File: config.mk
export PLATFORM = sky130hd
export DESIGN_NAME = cpu_run_controller
export DESIGN_NICKNAME = d
export VERILOG_FILES = /design/src/rtl/cpu_run_controller.sv
export SDC_FILE = /design/constraint.sdc
export NUM_CORES = 1
export LEC_CHECK = 0
export CAP_MARGIN = 15
export CORE_MARGIN = 3
export CORE_UTILIZATION = 53
export DETAILED_ROUTE_END_ITERATION = 8
export GPL_TIMING_DRIVEN = 0
export MAX_ROUTING_LAYER = met4
export PLACE_DENSITY = 0.89
export SETUP_SLACK_MARGIN = 0.5
export SLEW_MARGIN = 5
export SYNTH_ARGS = -nofsm -noshare
export SYNTH_HDL_FRONTEND = slang
export SYNTH_SLANG_ARGS = --single-unit
File: constraint.sdc
create_clock -name clock -period 4.6 [get_ports clock]
set_input_delay 0.92 -clock clock [delete_from_list [all_inputs] [get_ports clock]]
set_output_delay 0.92 -clock clock [all_outputs]
set_load 0.005 [all_outputs]
File: src/rtl/cpu_run_controller.sv
// Run/halt/step sequencer for the Hack CPU core: drives cpu_hold/cpu_reset from
// debug commands, stops on a PC breakpoint and counts executed instruction cycles.
module cpu_run_controller #(
    parameter int unsigned RESET_CYCLES = 2,
    parameter bit          AUTORUN      = 1'b0,
    parameter int unsigned STEP_WIDTH   = 16
) (
    input  logic                  clock,
    input  logic                  reset,
    input  logic                  cmd_valid,
    output logic                  cmd_ready,
    input  logic [1:0]            cmd_op,
    input  logic [STEP_WIDTH-1:0] cmd_arg,
    input  logic                  bp_enable,
    input  logic [14:0]           bp_addr,
    input  logic [14:0]           cpu_pc,
    output logic                  cpu_hold,
    output logic                  cpu_reset,
    output logic [1:0]            state,
    output logic                  stop_event,
    output logic [1:0]            stop_cause,
    output logic [31:0]           cycle_count
);

    typedef enum logic [1:0] {
        S_RESET_CPU = 2'd0,
        S_HALTED    = 2'd1,
        S_RUNNING   = 2'd2,
        S_STEPPING  = 2'd3
    } state_e;

    typedef enum logic [1:0] {
        OP_HALT      = 2'd0,
        OP_RUN       = 2'd1,
        OP_STEP      = 2'd2,
        OP_CPU_RESET = 2'd3
    } op_e;

    typedef enum logic [1:0] {
        CAUSE_CMD  = 2'd0,
        CAUSE_BP   = 2'd1,
        CAUSE_STEP = 2'd2
    } cause_e;

    state_e                state_q, state_d;
    logic [7:0]            rst_cnt_q, rst_cnt_d;
    logic [STEP_WIDTH-1:0] step_cnt_q, step_cnt_d;
    logic                  skip_bp_q, skip_bp_d;
    logic                  stop_event_q, stop_event_d;
    cause_e                stop_cause_q, stop_cause_d;
    logic [31:0]           cycle_count_q, cycle_count_d;

    logic active;
    logic bp_hit;
    logic exec;
    logic accept;
    op_e  op;

    assign op        = op_e'(cmd_op);
    assign active    = (state_q == S_RUNNING) || (state_q == S_STEPPING);
    assign bp_hit    = bp_enable && (cpu_pc == bp_addr) && !skip_bp_q;
    assign cpu_reset = (state_q == S_RESET_CPU);
    assign cpu_hold  = active ? bp_hit : 1'b1;
    assign exec      = !cpu_hold && !cpu_reset;
    assign cmd_ready = (state_q != S_RESET_CPU);
    assign accept    = cmd_valid && cmd_ready;

    assign state       = state_q;
    assign stop_event  = stop_event_q;
    assign stop_cause  = stop_cause_q;
    assign cycle_count = cycle_count_q;

    always_ff @(posedge clock) begin
        if (reset) begin
            state_q       <= S_RESET_CPU;
            rst_cnt_q     <= 8'(RESET_CYCLES);
            step_cnt_q    <= '0;
            skip_bp_q     <= 1'b0;
            stop_event_q  <= 1'b0;
            stop_cause_q  <= CAUSE_CMD;
            cycle_count_q <= '0;
        end else begin
            state_q       <= state_d;
            rst_cnt_q     <= rst_cnt_d;
            step_cnt_q    <= step_cnt_d;
            skip_bp_q     <= skip_bp_d;
            stop_event_q  <= stop_event_d;
            stop_cause_q  <= stop_cause_d;
            cycle_count_q <= cycle_count_d;
        end
    end

    always_comb begin
        state_d       = state_q;
        rst_cnt_d     = rst_cnt_q;
        step_cnt_d    = step_cnt_q;
        skip_bp_d     = skip_bp_q;
        stop_event_d  = 1'b0;
        stop_cause_d  = stop_cause_q;
        cycle_count_d = cycle_count_q;

        if (exec) begin
            skip_bp_d = 1'b0;
            if (cycle_count_q != '1) begin
                cycle_count_d = cycle_count_q + 32'd1;
            end
        end

        unique case (state_q)
            S_RESET_CPU: begin
                rst_cnt_d = rst_cnt_q - 8'd1;
                if (rst_cnt_q <= 8'd1) begin
                    state_d       = AUTORUN ? S_RUNNING : S_HALTED;
                    cycle_count_d = '0;
                    skip_bp_d     = 1'b0;
                end
            end
            S_HALTED: begin
                if (accept && op == OP_RUN) begin
                    state_d   = S_RUNNING;
                    skip_bp_d = 1'b1;
                end else if (accept && op == OP_STEP && cmd_arg != '0) begin
                    state_d    = S_STEPPING;
                    step_cnt_d = cmd_arg;
                    skip_bp_d  = 1'b1;
                end
            end
            S_RUNNING: begin
                if (bp_hit) begin
                    state_d      = S_HALTED;
                    stop_event_d = 1'b1;
                    stop_cause_d = CAUSE_BP;
                end else if (accept && op == OP_HALT) begin
                    state_d      = S_HALTED;
                    stop_event_d = 1'b1;
                    stop_cause_d = CAUSE_CMD;
                end
            end
            S_STEPPING: begin
                if (exec) begin
                    step_cnt_d = step_cnt_q - 1'b1;
                end
                if (bp_hit) begin
                    state_d      = S_HALTED;
                    stop_event_d = 1'b1;
                    stop_cause_d = CAUSE_BP;
                end else if (accept && op == OP_HALT) begin
                    state_d      = S_HALTED;
                    stop_event_d = 1'b1;
                    stop_cause_d = CAUSE_CMD;
                end else if (exec && step_cnt_q == STEP_WIDTH'(1)) begin
                    state_d      = S_HALTED;
                    stop_event_d = 1'b1;
                    stop_cause_d = CAUSE_STEP;
                end
            end
            default: state_d = S_RESET_CPU;
        endcase

        // CPU_RESET wins over any stop decided above and raises no event
        if (accept && op == OP_CPU_RESET) begin
            state_d      = S_RESET_CPU;
            rst_cnt_d    = 8'(RESET_CYCLES);
            step_cnt_d   = '0;
            stop_event_d = 1'b0;
            stop_cause_d = stop_cause_q;
        end
    end

endmodule
; ---- Word level (Yosys, flattened, before mapping)
; Index checks and enable logic that the tools add are counted.
[totals]
inputBits = 52
wordCells = 87
reg_bits = 62
output_inout_bits = 40
[op_classes]
n_eq_ne = 16
n_reduce_logical = 24
bitwise_logic = 1
n_mux = 35
addsub = 3
n_lt_le_gt_ge = 1
[op_table]
columns = op, n
row1 = 32-bit 2-to-1 mux, 4
row2 = 16-bit 2-to-1 mux, 3
row3 = 32-bit by 1-bit adder with 32-bit output (second input constant), 1
row4 = 32-bit != test (second input constant), 1
row5 = 16-bit case mux with 2 select lines, 1
row6 = 2-bit 2-to-1 mux, 13
row7 = 16-bit by 1-bit equality test with 1-bit output (second input constant), 1
row8 = 16-bit nonzero test, 1
row9 = 16-bit by 1-bit subtractor with 16-bit output (second input constant), 1
row10 = 15-bit equality test, 1
row11 = 4-bit AND reduction, 3
row12 = 1-bit logical AND, 10
row13 = 1-bit 2-to-1 mux, 10
row14 = 2-bit equality test (second input constant), 4
row15 = 8-bit by 1-bit less-or-equal comparator with 1-bit output (second input constant), 1
row16 = 2-bit case mux with 4 select lines, 1
row17 = 8-bit by 1-bit subtractor with 8-bit output (second input constant), 1
row18 = 2-bit != test (second input constant), 3
row19 = 2-bit nonzero test, 3
row20 = 2-bit by 1-bit equality test with 1-bit output (second input constant), 2
row21 = 2-bit logical NOT, 2
row22 = 4-bit by 2-bit != test with 1-bit output (second input constant), 1
row23 = 1-bit case mux with 2 select lines, 2
row24 = 2-bit case mux with 2 select lines, 1
row25 = other kinds (7), 9

; ---- Logic depth before layout (Yosys ltp)
[depth]
word_depth = 11
depth_mapped = 9
depth_no_buf = 8

; ---- Worst setup path after synthesis
; OpenSTA, ideal clock, no wires.
[synth_timing]
path_type = input to output
startpoint = input bp_addr[14]
endpoint = output cpu_hold
n_path_buf = 0
stages = 4
arrival_time_ns = 1.807
required_ns = 3.680
setup_slack_ns = 1.873
path_cell_list = xor2_1 -> nor4_1 -> nand4_1 -> nand2_1
[synth_via]
elab_chain_cells = 4
[synth_rtl]
columns = element, line
row1 = start: declaration, 15  ; input logic [14:0] bp_addr,
row2 = 15-bit equality test, 61  ; assign bp_hit = bp_enable && (cpu_pc == bp_addr) && !skip_bp_q;
row3 = 1-bit logical AND (2 in a row), 61
row4 = 1-bit 2-to-1 mux, 63  ; assign cpu_hold = active ? bp_hit : 1'b1;
row5 = end: declaration, 17  ; output logic cpu_hold,
; No other way between the ends.

; ---- Final worst setup path
[layout_timing]
startpoint = input bp_addr[7]
endpoint = output cpu_hold
; Same word-level chain as after synthesis.

==> run summary <==
## Outcome
* **status** complete, no violations

## CTS
* **clock tree root buffer cell** sky130_fd_sc_hd__clkbuf_8
* **number of buffers inserted during clock tree synthesis** 9
* **hold bufs inserted after CTS** 0
* **Max clock buf depth** 2
* **Clock Sink Count** 62
* **clock tree from TritonCTS** built
* **insertion delay to the later sink of the worst-skew pair** 350 ps
* **number of resized instances in the post-cts repair step** 0
* **clock transition at the registers of the reported paths** 70 ps
* **H-tree depth** 3

## STA
* **Least-Margin Pin Slew** 713 ps
* **setup tns final** 0 ps
* **Max Freq** 266 MHz
* **Finish-stage setup viols** 0
* **worst clock skew** 11.1 ps
* **unrepaired setup endpoints after global routing** no
* **shortest clock period the worst path allows after layout** 3760 ps
* **count of final hold-check violations** 0
* **Final period util** 81.7%
* **number of pins exceeding their max-slew limit in the final report** 0
* **Slew headroom** 52.0%
* **final worst setup slack** 842 ps

## Power and ir drop
* **total power** 1550 uW
* **worst IR drop on VDD** 279 uV
* **leakage power of the design** 0.00163 uW
* **power per unit of standard cell area** 326 mW/mm2

## Global routing
* **via count of the first global-routing pass** 3,626
* **Global Route Usage Sum** 28.3%
* **global-route wire length before repair** 16,700 um
* **Remaining Overflow, GRT** 0
* **largest net degree at the start of global routing** 11
* **number of antenna violations at the first check in global routing** 0

## Hold path
* **hold path depth** 2
* **Hold Path Sink** stop_cause[0]
* **startpoint of the worst hold path** stop_cause[0]
* **worst min-delay path class** flop to flop

## Critical path
* **crit-path max FO** 7
* **type of the setup path with the least slack** input pin to output pin
* **number of cells on the worst reg-to-reg path** 7
* **library cell contributing the largest single delay on the critical path** sky130_fd_sc_hd__clkdlybuf4s50_1
* **end of the worst register-to-register path** cycle_count[5]
* **kind of launch point of the worst setup path** input pin
* **Max stage delay on crit path** 520 ps
* **startpoint of the worst register-to-register path** rst_cnt_q[3]
* **internal reg-to-reg setup slack** 1710 ps
* **chain of cells forming the critical path** clkdlybuf4s50_1 -> xor2_1 -> nor4_1 -> nand4_1 -> buf_4 -> nand2_1 -> clkdlybuf4s50_1
* **critical path capture point type** output pin
* **most repeated library cell on the critical path** sky130_fd_sc_hd__clkdlybuf4s50_1
* **Critical Path AT** 2840 ps
* **required time at the worst-slack endpoint** 3680 ps

## Placement
* **global placement routability congestion** 0.939
* **buffers added on ports** 90
* **post-placement cell count** 629
* **setup slack at placement** 629 ps
* **placed wire-length estimate** 7540 um

## Drt
* **DR pass1 iterations** 5
* **drt total wl** 10,200 um
* **remaining number of nets flagged by the antenna check after routing** 0
* **vias after detailed routing** 3,967
* **DR DRC count** 0
* **initial detailed-routing violation count** 301
* **post-DR wirelength/cell** 15.7 um
* **ratio of routed vias to standard cells** 6.13

## Floorplanning
* **Die Height** 87.5 um
* **Placement Rows** 29
* **starting density of the core** 55.1%
* **core footprint** 0.00639 mm2
* **horizontal extent of the die** 87.5 um
* **Boundary Pins** 92
* **Total Die Area** 0.00766 mm2

## Logic synthesis
* **top cell type by total area after synthesis** sky130_fd_sc_hd__dfxtp_1
* **Synth area leaders** sky130_fd_sc_hd__dfxtp_1, sky130_fd_sc_hd__a21oi_1, sky130_fd_sc_hd__nand2_1
* **register bit count reported by yosys** 62
* **Async S/R FF share, synth** 0%
* **Seq/Total Area, Yosys** 35.3%
* **cells after synthesis** 462
* **Synth Flop Type** sky130_fd_sc_hd__dfxtp_1
* **portion of synthesized cell area occupied by the leading cell type** 35.3%
* **Post-synth EDFFs** 0
* **average instance area after synthesis** 7.62 um2
* **Syn. warnings** 0
* **net count of the mapped netlist** 519
* **Cell Area, Synth** 0.00352 mm2
* **count of unique library cells instantiated by Yosys** 55

## Layout
* **post-layout net count** 623
* **layout cells sized above 1** 5.79%
* **number of antenna cells inserted** 0
* **Area Growth Syn to Fin** 35.3%
* **filler cell count** 513
* **non-filler cells, final** 647

## Run
* **total of max-cap violations** 0

-- layer usage --
metal / global-route usage [%] / vias to the layer above / part of all wire (%)
met2: 45.6 / 183 / 48
met3: 5.96 / 21 / 7.4
li1: - / 1920 / -
met4: 10.6 / 0 / 1.9
met5: - / - / 0
met1: 34.6 / 1843 / 42
-- power by group --
| group | leakage (uW) | internal [uW] | total [uW] | switching [uW] |
|---|---|---|---|---|
| combinational | 0.00102 | 165 | 388 | 222 |
| clock | 0.000115 | 330 | 542 | 212 |
| sequential | 0.000501 | 580 | 621 | 41.3 |
| total | 0.00163 | 1080 | 1550 | 476 |
-- through the flow --
step	hold WS [ps]	util [%]	cell area [um2]
finish	478	74.6	4760
global route	507	74.6	4760
CTS	479	74.2	4740
detailed placement	470	70.7	4520
global placement	460	70.7	4520
floorplan	448	-	3520
-- cell families after synthesis --
logic type	after synthesis	share of synthesized area, %
and+or+nand+nor	212	30.7
buffers and inverters	36	4.26
DFF	62	35.3
AOI/OAI and AO/OA	119	20.9
muxes	3	0.853
xor gates and xnor gates	25	6.22
adders and majority gates	5	1.78
-- final cells by class --
class,instances,area [um2],share of cell area [%]
multi-input combinational,364,2130,44.7
sequential,62,1240,26.1
timing repair buffer,93,923,19.4
clock buffer,11,151,3.18
buffer,22,97.6,2.05
tap,77,96.3,2.02
clock inverter,4,70.1,1.47
inverter,14,52.6,1.10
-- sequential cells by signal (all words and copies together), names as in the netlist --
register,count
skip_bp_q,1
step_cnt_q,16
cycle_count,32
stop_cause,2
stop_event,1
state,2
rst_cnt_q,8
-- worst max-delay path, delay by kind of cell --
kind	cells	cell delay [ps]
XOR/XNOR	1	160
AND/OR/NAND/NOR	3	620
buffers and inverters	3	1130
-- cell usage after synthesis (4+ instances only) --
library cell and instances:
sky130_fd_sc_hd__nor3_1 9, sky130_fd_sc_hd__nand4_1 12, sky130_fd_sc_hd__o31ai_1 6, sky130_fd_sc_hd__ha_1 5
sky130_fd_sc_hd__clkbuf_1 15, sky130_fd_sc_hd__or4_1 12, sky130_fd_sc_hd__xor2_1 19, sky130_fd_sc_hd__o21ai_0 25
sky130_fd_sc_hd__o21ai_1 7, sky130_fd_sc_hd__or2_2 4, sky130_fd_sc_hd__o41ai_1 4, sky130_fd_sc_hd__xnor2_1 6
sky130_fd_sc_hd__nor2_1 45, sky130_fd_sc_hd__a211oi_1 4, sky130_fd_sc_hd__or3_1 17, sky130_fd_sc_hd__nand2_1 54
sky130_fd_sc_hd__and3_1 4, sky130_fd_sc_hd__nor4_1 21, sky130_fd_sc_hd__nand3_1 19, sky130_fd_sc_hd__inv_1 12
sky130_fd_sc_hd__dfxtp_1 62, sky130_fd_sc_hd__a21oi_1 44
-- placed cells by master (no fill, tap or decap), types with 5 or more instances in the layout --
master	instances
sky130_fd_sc_hd__or4_1	12
sky130_fd_sc_hd__o21ai_0	25
sky130_fd_sc_hd__xor2_1	19
sky130_fd_sc_hd__xnor2_1	6
sky130_fd_sc_hd__nor3_1	9
sky130_fd_sc_hd__clkbuf_8	11
sky130_fd_sc_hd__clkdlybuf4s50_1	90
sky130_fd_sc_hd__nand4_1	12
sky130_fd_sc_hd__ha_1	5
sky130_fd_sc_hd__clkbuf_1	15
sky130_fd_sc_hd__inv_1	12
sky130_fd_sc_hd__dfxtp_1	62
sky130_fd_sc_hd__nand2_1	54
sky130_fd_sc_hd__o31ai_1	6
sky130_fd_sc_hd__nor2_1	45
sky130_fd_sc_hd__nor4_1	21
sky130_fd_sc_hd__nand3_1	19
sky130_fd_sc_hd__o21ai_1	7
sky130_fd_sc_hd__a21oi_1	44
sky130_fd_sc_hd__or3_1	17
-- worst max-delay path by stage --
stage | startpoint | cells past startpoint | end | slack [ps]
2_1_floorplan | bp_addr[14] | 4 | cpu_hold | 1870
3_3_place_gp | bp_addr[7] | 6 | cpu_hold | 640
3_5_place_dp | bp_addr[7] | 6 | cpu_hold | 630
4_1_cts | bp_addr[7] | 6 | cpu_hold | 620
5_1_grt | bp_addr[7] | 7 | cpu_hold | 740
6_report | bp_addr[7] | 7 | cpu_hold | 840
-- timing repair --
item                                    in CTS  in global routing
buffers inserted                             0                  3
hold endpoints to repair                     0                  0
endpoints found under the setup margin       0                  1
Note: power is estimated with default switching activity, not from simulation.
